==> src/rtl/fetch_ctrl_pkg.sv <==
// Shared fetch constants and the fetch controller state encoding.
package fetch_ctrl_pkg;

   localparam logic [31:0] IMEM_BASE_ADDR = 32'h0100_0000;
   localparam logic [31:0] INSN_NOP       = 32'h0000_0013;
   localparam int unsigned PC_STEP        = 4;

   typedef enum logic [1:0] {
      FS_IDLE,
      FS_REQ,
      FS_WAIT,
      FS_DROP
   } fetch_state_e;

endpackage

==> src/rtl/fetch_ctrl_if.sv <==
// Instruction-memory request/response bus between the fetch controller and imem.
interface fetch_ctrl_if #(
   parameter int unsigned DWIDTH = 32,
   parameter int unsigned AWIDTH = 32
);
   logic              imem_req_o;
   logic [AWIDTH-1:0] imem_addr_o;
   logic [DWIDTH-1:0] imem_rdata_i;
   logic              imem_rvalid_i;

   modport master (
      output imem_req_o,
      output imem_addr_o,
      input  imem_rdata_i,
      input  imem_rvalid_i
   );

   modport slave (
      input  imem_req_o,
      input  imem_addr_o,
      output imem_rdata_i,
      output imem_rvalid_i
   );
endinterface

==> src/rtl/fetch_ctrl.sv <==
// Single-outstanding instruction fetch controller: owns the PC, buffers one
// returned word for decode, and handles stall back-pressure and redirects.
module fetch_ctrl
   import fetch_ctrl_pkg::*;
#(
   parameter int unsigned       DWIDTH   = 32,
   parameter int unsigned       AWIDTH   = 32,
   parameter logic [AWIDTH-1:0] RESET_PC = AWIDTH'(IMEM_BASE_ADDR)
) (
   input  logic              clk,
   input  logic              rst,
   fetch_ctrl_if.master      imem,
   input  logic              stall_i,
   input  logic              redirect_i,
   input  logic [AWIDTH-1:0] redirect_pc_i,
   output logic [AWIDTH-1:0] pc_o,
   output logic [DWIDTH-1:0] insn_o,
   output logic              insn_valid_o,
   output logic [31:0]       fetch_count_o
);

   fetch_state_e      state_q;
   fetch_state_e      state_d;
   logic [AWIDTH-1:0] pc_q;
   logic              accept_c;
   logic              req_c;
   logic              load_c;

   assign imem.imem_req_o  = req_c;
   assign imem.imem_addr_o = pc_q;

   // Next state and request/load decode.
   always_comb begin
      state_d  = state_q;
      req_c    = 1'b0;
      load_c   = 1'b0;
      accept_c = insn_valid_o && !stall_i;
      case (state_q)
         FS_IDLE: state_d = FS_REQ;
         FS_REQ: begin
            req_c = !insn_valid_o || accept_c;
            if (req_c) begin
               state_d = redirect_i ? FS_DROP : FS_WAIT;
            end
         end
         FS_WAIT: begin
            if (imem.imem_rvalid_i) begin
               load_c  = !redirect_i;
               state_d = FS_REQ;
            end else if (redirect_i) begin
               state_d = FS_DROP;
            end
         end
         FS_DROP: begin
            // A redirect here only retargets pc_q; the stale response still has to drain.
            if (imem.imem_rvalid_i) begin
               state_d = FS_REQ;
            end
         end
         default: state_d = FS_IDLE;
      endcase
   end

   always_ff @(posedge clk) begin
      if (rst) begin
         state_q <= FS_IDLE;
      end else begin
         state_q <= state_d;
      end
   end

   // PC, output buffer and accept counter.
   always_ff @(posedge clk) begin
      if (rst) begin
         pc_q          <= RESET_PC;
         pc_o          <= RESET_PC;
         insn_o        <= DWIDTH'(INSN_NOP);
         insn_valid_o  <= 1'b0;
         fetch_count_o <= 32'd0;
      end else begin
         if (redirect_i) begin
            pc_q         <= redirect_pc_i & ~AWIDTH'(PC_STEP - 1);
            insn_valid_o <= 1'b0;
            insn_o       <= DWIDTH'(INSN_NOP);
         end else if (load_c) begin
            insn_o       <= imem.imem_rdata_i;
            pc_o         <= pc_q;
            insn_valid_o <= 1'b1;
            pc_q         <= pc_q + AWIDTH'(PC_STEP);
         end else if (accept_c) begin
            insn_valid_o <= 1'b0;
         end
         if (accept_c && !redirect_i) begin
            fetch_count_o <= fetch_count_o + 32'd1;
         end
      end
   end

endmodule

==> src/flat_wrapper.sv <==
// flat-port wrapper written by rule: the top's interface ports become plain ports
module fetch_ctrl_flat import fetch_ctrl_pkg::*;
#(
   parameter int unsigned       DWIDTH   = 32,
   parameter int unsigned       AWIDTH   = 32,
   parameter logic [AWIDTH-1:0] RESET_PC = AWIDTH'(IMEM_BASE_ADDR)
)
  (clk, rst, stall_i, redirect_i, redirect_pc_i, pc_o, insn_o, insn_valid_o, fetch_count_o, imem_imem_req_o, imem_imem_addr_o, imem_imem_rdata_i, imem_imem_rvalid_i);
  fetch_ctrl_if #(.DWIDTH(DWIDTH), .AWIDTH(AWIDTH)) imem_i ();
  input  logic clk;
  input  logic rst;
  input  logic stall_i;
  input  logic redirect_i;
  input  logic [AWIDTH-1:0] redirect_pc_i;
  output logic [AWIDTH-1:0] pc_o;
  output logic [DWIDTH-1:0] insn_o;
  output logic insn_valid_o;
  output logic [31:0] fetch_count_o;
  output wire logic [$bits(imem_i.imem_req_o)-1:0] imem_imem_req_o;
  output wire logic [$bits(imem_i.imem_addr_o)-1:0] imem_imem_addr_o;
  input wire logic [$bits(imem_i.imem_rdata_i)-1:0] imem_imem_rdata_i;
  input wire logic [$bits(imem_i.imem_rvalid_i)-1:0] imem_imem_rvalid_i;
  assign imem_imem_req_o = imem_i.imem_req_o;
  assign imem_imem_addr_o = imem_i.imem_addr_o;
  assign imem_i.imem_rdata_i = imem_imem_rdata_i;
  assign imem_i.imem_rvalid_i = imem_imem_rvalid_i;
  fetch_ctrl #(.DWIDTH(DWIDTH), .AWIDTH(AWIDTH), .RESET_PC(RESET_PC)) u_core (.clk(clk), .rst(rst), .imem(imem_i), .stall_i(stall_i), .redirect_i(redirect_i), .redirect_pc_i(redirect_pc_i), .pc_o(pc_o), .insn_o(insn_o), .insn_valid_o(insn_valid_o), .fetch_count_o(fetch_count_o));
endmodule
==> config.mk <==
export PLATFORM = sky130hd
export DESIGN_NAME = fetch_ctrl_flat
export DESIGN_NICKNAME = d
export VERILOG_FILES = /design/src/rtl/fetch_ctrl_pkg.sv /design/src/rtl/fetch_ctrl_if.sv /design/src/rtl/fetch_ctrl.sv /design/src/flat_wrapper.sv
export SDC_FILE = /design/constraint.sdc
export NUM_CORES = 1
export LEC_CHECK = 0
export ABC_AREA = 1
export BUFFER_PORTS_ARGS = -buffer_cell sky130_fd_sc_hd__buf_2
export CORE_MARGIN = 4
export CORE_UTILIZATION = 55
export CTS_BUF_LIST = sky130_fd_sc_hd__clkbuf_16
export CTS_CLUSTER_DIAMETER = 50
export DETAILED_ROUTE_END_ITERATION = 8
export GPL_TIMING_DRIVEN = 0
export PLACE_DENSITY = 0.86
export SLEW_MARGIN = 0
export SYNTH_ARGS = -nofsm -noshare
export SYNTH_HDL_FRONTEND = slang
export SYNTH_SLANG_ARGS = --single-unit
==> constraint.sdc <==
create_clock -name clk -period 4.2 [get_ports clk]
set_input_delay 0.63 -clock clk [delete_from_list [all_inputs] [get_ports clk]]
set_output_delay 0.63 -clock clk [all_outputs]
set_load 0.02 [all_outputs]
## Yosys cells after proc, flatten, opt, wreduce, memory -nomap -nowiden

Index checks and enable logic that the tools add are counted.

- Add/subtract/negate cells: 2
- Equal/unequal tests: 6
- Muxes and demuxes: 13
- Bitwise logic cells: 1
- Reductions and logical operators: 12

Operator list:

| kind | count |
|---|---|
| 32-bit 2-to-1 mux | 2 |
| 32-bit by 1-bit adder with 32-bit output, second input constant | 1 |
| 32-bit by 3-bit adder with 32-bit output, second input constant | 1 |
| 2-bit 2-to-1 mux | 4 |
| 2-bit case mux with 4 select lines | 1 |
| 1-bit 2-to-1 mux | 6 |
| 2-bit == test, second input constant | 2 |
| 2-bit nonzero test | 2 |
| 1-bit logical NOT | 3 |
| 3-bit inequality test, second input constant | 1 |
| 3-bit AND reduction | 1 |
| 2-bit by 1-bit == test with 1-bit output, second input constant | 1 |
| 1-bit logical AND | 2 |
| 2-bit logical NOT | 1 |
| 2-bit by 1-bit inequality test with 1-bit output, second input constant | 1 |
| 2-bit inequality test, second input constant | 1 |
| 2-bit AND reduction | 1 |
| 2-bit OR reduction | 1 |
| 1-bit logical OR | 1 |
| 1-bit inverter | 1 |

- Register bits after elaboration: 131
- Input bits: 69
- Output and inout port bits: 130
- Logic and storage cells: 41

## Logic depth before layout (Yosys ltp)

- Depth in word-level cells: 5
- Gate-level depth with buffers: 12
- Mapped depth without buffers: 11

## Worst setup path after synthesis

Ideal clock, no wire load.

- Path kind: input port to flip-flop
- Start: input redirect_i
- End: register u_core.fetch_count_o[28]
- Setup time: 116 ps
- Arrival: 1586 ps
- Path slack: 2498 ps
- Stages on the path: 9
- Cell sequence: buf_6 > inv_2 > nand3b_4 > nor2_1 > nand3_2 > nor2_4 > nand3_1 > o21ai_0 > nor2_1

- Longest elaborated chain between the ends: 2

RTL lines:

| item | RTL line | source |
|---|---|---|
| start, declared | flat_wrapper.sv:13 | `input logic redirect_i;` |
| 1-bit logical NOT | fetch_ctrl.sv:93 | `if (accept_c && !redirect_i) begin` |
| 1-bit logical AND | fetch_ctrl.sv:93 |  |
| end signal, assigned | fetch_ctrl.sv:94 | `fetch_count_o <= fetch_count_o + 32'd1;` |
| end, declared | fetch_ctrl.sv:19 | `output logic [31:0] fetch_count_o` |

No other way between the ends.
A chain may end at the register's enable or synchronous reset.

## Worst setup path in the final report

- Start: register u_core.state_q[1]
- End: output imem_imem_req_o

- Longest elaborated chain between the ends: 2

RTL lines:

| item | RTL line | source |
|---|---|---|
| start, declared | fetch_ctrl.sv:22 | `fetch_state_e state_q;` |
| start signal, assigned | fetch_ctrl.sv:68 | `state_q <= state_d;` |
| 2-bit by 1-bit == test with 1-bit output | fetch_ctrl.sv:38 | `case (state_q)` |
| 1-bit 2-to-1 mux | fetch_ctrl.sv:38 |  |
| end, declared | flat_wrapper.sv:19 | `output wire logic [$bits(imem_i.imem_req_o)-1:0] imem_imem_req_o;` |

No other way between the ends.

==> flow_results.org <==
** Worst hold path
- The worst hold path belongs to the class in2reg.

** Floorplanning
- The region available for standard cell placement spans 10900 um^2.
- Chip Width :: 114 um
- Num ports :: 199
- In this run the core area contains 38 standard-cell rows.
- Die outline area :: 12900 um^2
- DIE HEIGHT :: 114 um
- For this configuration, the core starts out at a cell density of 0.563.

** Drt
- Number of vias in the routed layout :: 6817
- Using the TritonRoute via totals, the vias-per-cell ratio works out to 5.38.
- Count of routing violations after the opening detailed-route iteration :: 571
- Antenna viol nets, final :: 0
- After detailed routing, the number of remaining DRC violations is 0.
- Wire length reported by the detailed router :: 19700 um
- TritonRoute pass-1 iters :: 5
- Post-DR wirelength/cell :: 15.5 um

** Yosys
- sky130_fd_sc_hd__dfxtp_1 takes more of the synthesized area than any other cell.
- Fraction of the yosys area taken by sequential cells :: 0.415
- Basic-gate share of the synthesized area counting and, or, nand and nor cells :: 0.357
- The post-synthesis compound-gate area fraction came to 0.128.
- Yosys printed 0 warnings.
- Largest family of logic cells by synthesized area :: simple AND/OR/NAND/NOR gates
- After synthesis, the share of cell area in mux cells is 0.
- Synthesis handed over a netlist of 901 instances.
- A synthesized cell averages 6.80 um^2.
- Of the total synthesized cell area, the portion taken by XOR and XNOR cells is 0.00857.
- Of the total synthesized cell area, the portion taken by full adders, half adders and majority gates is 0.0102.
- Distinct cell type count of the synthesized netlist :: 47
- Area share of the largest cell type after synthesis :: 0.415
- The mapped netlist covers 6130 um^2.
- Top cells by area, synth :: sky130_fd_sc_hd__dfxtp_1, sky130_fd_sc_hd__nand2_1, sky130_fd_sc_hd__nor2_1, sky130_fd_sc_hd__o21ai_0, sky130_fd_sc_hd__inv_1
- Number of synthesized register bits :: 127

** Clocking
- Hold Buf Count CTS :: 0
- Clk Latency, worst-skew pair :: 0.42 ns
- The root buffer cell chosen for the clock tree is sky130_fd_sc_hd__clkbuf_16.
- Number of buffers inserted by post-CTS setup repair :: 0
- Clock sink total :: 127
- CTS tree :: built
- The longest clock path from root to sink contains 2 buffers.
- H-Tree Level Count :: 4
- Clock-pin slew was measured on the worst setup and hold paths at 0.06 ns.
- Post-CTS sizing :: 0
- Counting the buffers created by CTS gives 17.

** Worst setup path
- Critical path data arrival time :: 1.40 ns
- Setup Crit Path Kind :: reg2out
- The slowest stage of the critical path is the sky130_fd_sc_hd__dfxtp_1 cell.
- Counting both buffers and inverters, the worst setup path holds a total of 3.
- By instance count, the cell type seen most on the critical path is sky130_fd_sc_hd__inv_1.
- Walking the worst path, the cells encountered are inv_1, ha_1, inv_1, a21oi_1, buf_2.
- Endpoint kind of the worst setup timing path :: output pin
- Crit path launch type :: register
- Among cell families on the critical path, the largest total delay comes from buffers and inverters.
- For the worst setup path, the data required time is 3.57 ns.
- On the worst path, the slowest cell contributes a delay of 0.33 ns.
- Maximum fanout along the worst path :: 4

** Timing
- Final setup vio count :: 0
- Fin. max-slew vios :: 0
- Clock period minus final worst setup slack :: 2.03 ns
- Unrepaired setup endpoints after global routing :: no
- For the final database, setup skew stands at 0.00865 ns.
- Based on the critical path, the design can be clocked at up to 494 MHz.
- For the pin with the worst max-slew slack, the measured transition is 0.801 ns.
- Period utilization :: 0.482
- Sum of negative setup slack :: 0 ns
- The hold violation count in the final report was 0.
- Slew HR :: 0.464

** Global routing
- The first global-routing pass estimated 31200 um of wire.
- Antenna violations before repair :: 0
- The via count of the first global-routing pass was 6449.
- Entering global routing, the biggest net connects 17 pins.
- Across every metal layer, demand over resource in global routing totals 0.302.
- Global route overflow :: 0

** Finish
- The number of antenna diodes in the final layout is 0.
- The finished cells cover 7890 um^2.
- From synthesis to final layout, the design area changed by 28.7%.
- Share of post-route cells with drive strength above 1 :: 0.236
- The net count of the finished layout is 1188.
- Counting the fill cells in the layout gives 872.

** Power
- Dividing total power by cell area gives a power density of 413 nW/um^2.
- Gate power share :: 0.122
- Proportion of total power due to net switching :: 0.270
- For this design the total switching power over the nets is 0.879 mW.
- Static leakage power :: 3.70 nW
- Max VDD drop :: 0.399 mV
- Clock share of power :: 0.477
- The share of total power dissipated in sequential elements is 0.401.
- Internal power of the cells :: 2.38 mW

** Placed design
- Cell Area, Placed :: 7270 um^2
- Final weighted congestion in routability-driven placement :: 0.899
- Final HPWL from detailed placement :: 14100 um
- Count of input and output buffers :: 191

** Run status
- Result of the run :: complete, no violations

** Flow run
- Max-Cap Viols :: 0
[per-layer routing]
layer	vias to the layer above	part of all wire	routed length [um]	track usage
li1	3334	-	-	-
met1	3092	0.40	7910	0.358
met2	335	0.49	9540	0.521
met3	56	0.083	1620	0.0759
met4	0	0.030	584	0.123
met5	-	0	0	0
[logic make-up after synthesis]
group / after synthesis
fa+ha+maj: 5
buf+inv: 122
flops: 127
xor+xnor: 6
other cells: 1
compound gates: 144
simple gates: 496
[worst reg2reg max path: stages (launching register included)]
cell and delay, ns:
sky130_fd_sc_hd__dfxtp_1 0.36, sky130_fd_sc_hd__inv_1 0.07, sky130_fd_sc_hd__ha_1 0.23, sky130_fd_sc_hd__nand2_2 0.17, sky130_fd_sc_hd__nand2_1 0.25, sky130_fd_sc_hd__inv_1 0.17, sky130_fd_sc_hd__buf_2 0.30, sky130_fd_sc_hd__nand2_1 0.08
sky130_fd_sc_hd__nand2_1 0.07, sky130_fd_sc_hd__inv_1 0.04, sky130_fd_sc_hd__nand3_1 0.07, sky130_fd_sc_hd__nand2_1 0.05, sky130_fd_sc_hd__inv_1 0.06
[area by class of cell]
type,count,area [um^2],share of cell area
clock buffer,17,425,0.0539
inverter,85,320,0.0406
tap,140,175,0.0222
buffer,37,171,0.0217
clock inverter,14,190,0.0241
multi-input combinational,655,3110,0.394
sequential,127,2540,0.322
timing repair buffer,191,956,0.121
[cell usage after synthesis (all sizes together)]
master,number
nand2,211
nor2,189
o31ai,1
nand4,14
nand3b,4
nor3,21
and2,1
a22oi,2
clkbuf,22
o21ai,76
ha,5
a31oi,6
a32oi,1
a41oi,1
nand3,51
nor3b,3
a21oi,41
o21a,2
a22o,1
clkinv,2
o221ai,1
o211ai,6
dfxtp,127
o311ai,1
conb,1
xor2,6
inv,83
buf,15
nor4,2
a21boi,2
a211oi,3
[worst paths after layout]
kind                            slack, ns  cells after the start                                        to                            from
worst min-delay path                 0.41                      3             u_core.insn_o[4]$_SDFFE_PP1P_            imem_imem_rdata_i[4]
worst max-delay path                 2.17                      5                           imem_imem_req_o  u_core.state_q[1]$_SDFFE_PP0P_
worst max register to register       2.24                     12  u_core.imem.imem_addr_o[30]$_SDFFE_PP0P_  u_core.state_q[0]$_SDFFE_PP0P_
worst min register to register       0.47                      2             u_core.insn_o[9]$_SDFFE_PP0P_   u_core.insn_o[9]$_SDFFE_PP0P_
[cell usage in the layout (no fill, tap or decap), types with 3 or more instances in the layout]
cell type / synthesis / layout
sky130_fd_sc_hd__nor2_4: 7 / 7
sky130_fd_sc_hd__inv_6: 0 / 3
sky130_fd_sc_hd__a21oi_1: 41 / 41
sky130_fd_sc_hd__buf_4: 4 / 4
sky130_fd_sc_hd__a211oi_1: 3 / 3
sky130_fd_sc_hd__inv_1: 79 / 79
sky130_fd_sc_hd__nand2_1: 208 / 208
sky130_fd_sc_hd__bufinv_16: 0 / 4
sky130_fd_sc_hd__nor3_1: 17 / 17
sky130_fd_sc_hd__clkbuf_1: 22 / 22
sky130_fd_sc_hd__a31oi_1: 6 / 6
sky130_fd_sc_hd__nor2_1: 175 / 175
sky130_fd_sc_hd__nand2_2: 3 / 3
sky130_fd_sc_hd__nor3_2: 4 / 4
sky130_fd_sc_hd__nand3b_1: 3 / 3
sky130_fd_sc_hd__buf_2: 8 / 199
sky130_fd_sc_hd__clkbuf_16: 0 / 17
sky130_fd_sc_hd__ha_1: 5 / 5
sky130_fd_sc_hd__conb_1: 1 / 4
sky130_fd_sc_hd__inv_2: 4 / 4
sky130_fd_sc_hd__nand3_1: 48 / 48
sky130_fd_sc_hd__nand4_1: 12 / 12
sky130_fd_sc_hd__o211ai_1: 6 / 6
sky130_fd_sc_hd__nor2_2: 6 / 6
sky130_fd_sc_hd__dfxtp_1: 127 / 127
sky130_fd_sc_hd__xor2_1: 6 / 6
sky130_fd_sc_hd__o21ai_0: 76 / 76
sky130_fd_sc_hd__clkinv_1: 1 / 4
[sequential cells by signal (all words and copies together), names as in the netlist]
signal and count:
u_core.insn_o 32, u_core.state_q 2, u_core.insn_valid_o 1, u_core.pc_o 30
u_core.imem.imem_addr_o 30, u_core.fetch_count_o 32
[power groups by stage]
stage	clock [mW]	combinational, mW	sequential, mW
finish	1.55	0.397	1.31
global route	1.60	0.433	1.31
CTS	1.55	0.391	1.30
detailed placement	0	0.384	1.33
global placement	0	0.377	1.33
floorplan	0	0.183	1.38
[stage by stage]
| step | hold WS [ns] | worst slack [ns] | util | total power, mW | std cells |
|---|---|---|---|---|---|
| 6_report | 0.412 | 2.17 | 0.724 | 3.25 | 1266 |
| 5_1_grt | 0.423 | 2.03 | 0.724 | 3.34 | 1266 |
| 4_1_cts | 0.406 | 2.19 | 0.724 | 3.25 | 1266 |
| 3_5_place_dp | 0.453 | 2.05 | 0.668 | 1.71 | 1235 |
| 3_3_place_gp | 0.445 | 2.07 | 0.668 | 1.70 | 1235 |
| 2_1_floorplan | 0.468 | 2.50 | - | 1.56 | 904 |
(Power assumes the default switching activity.)
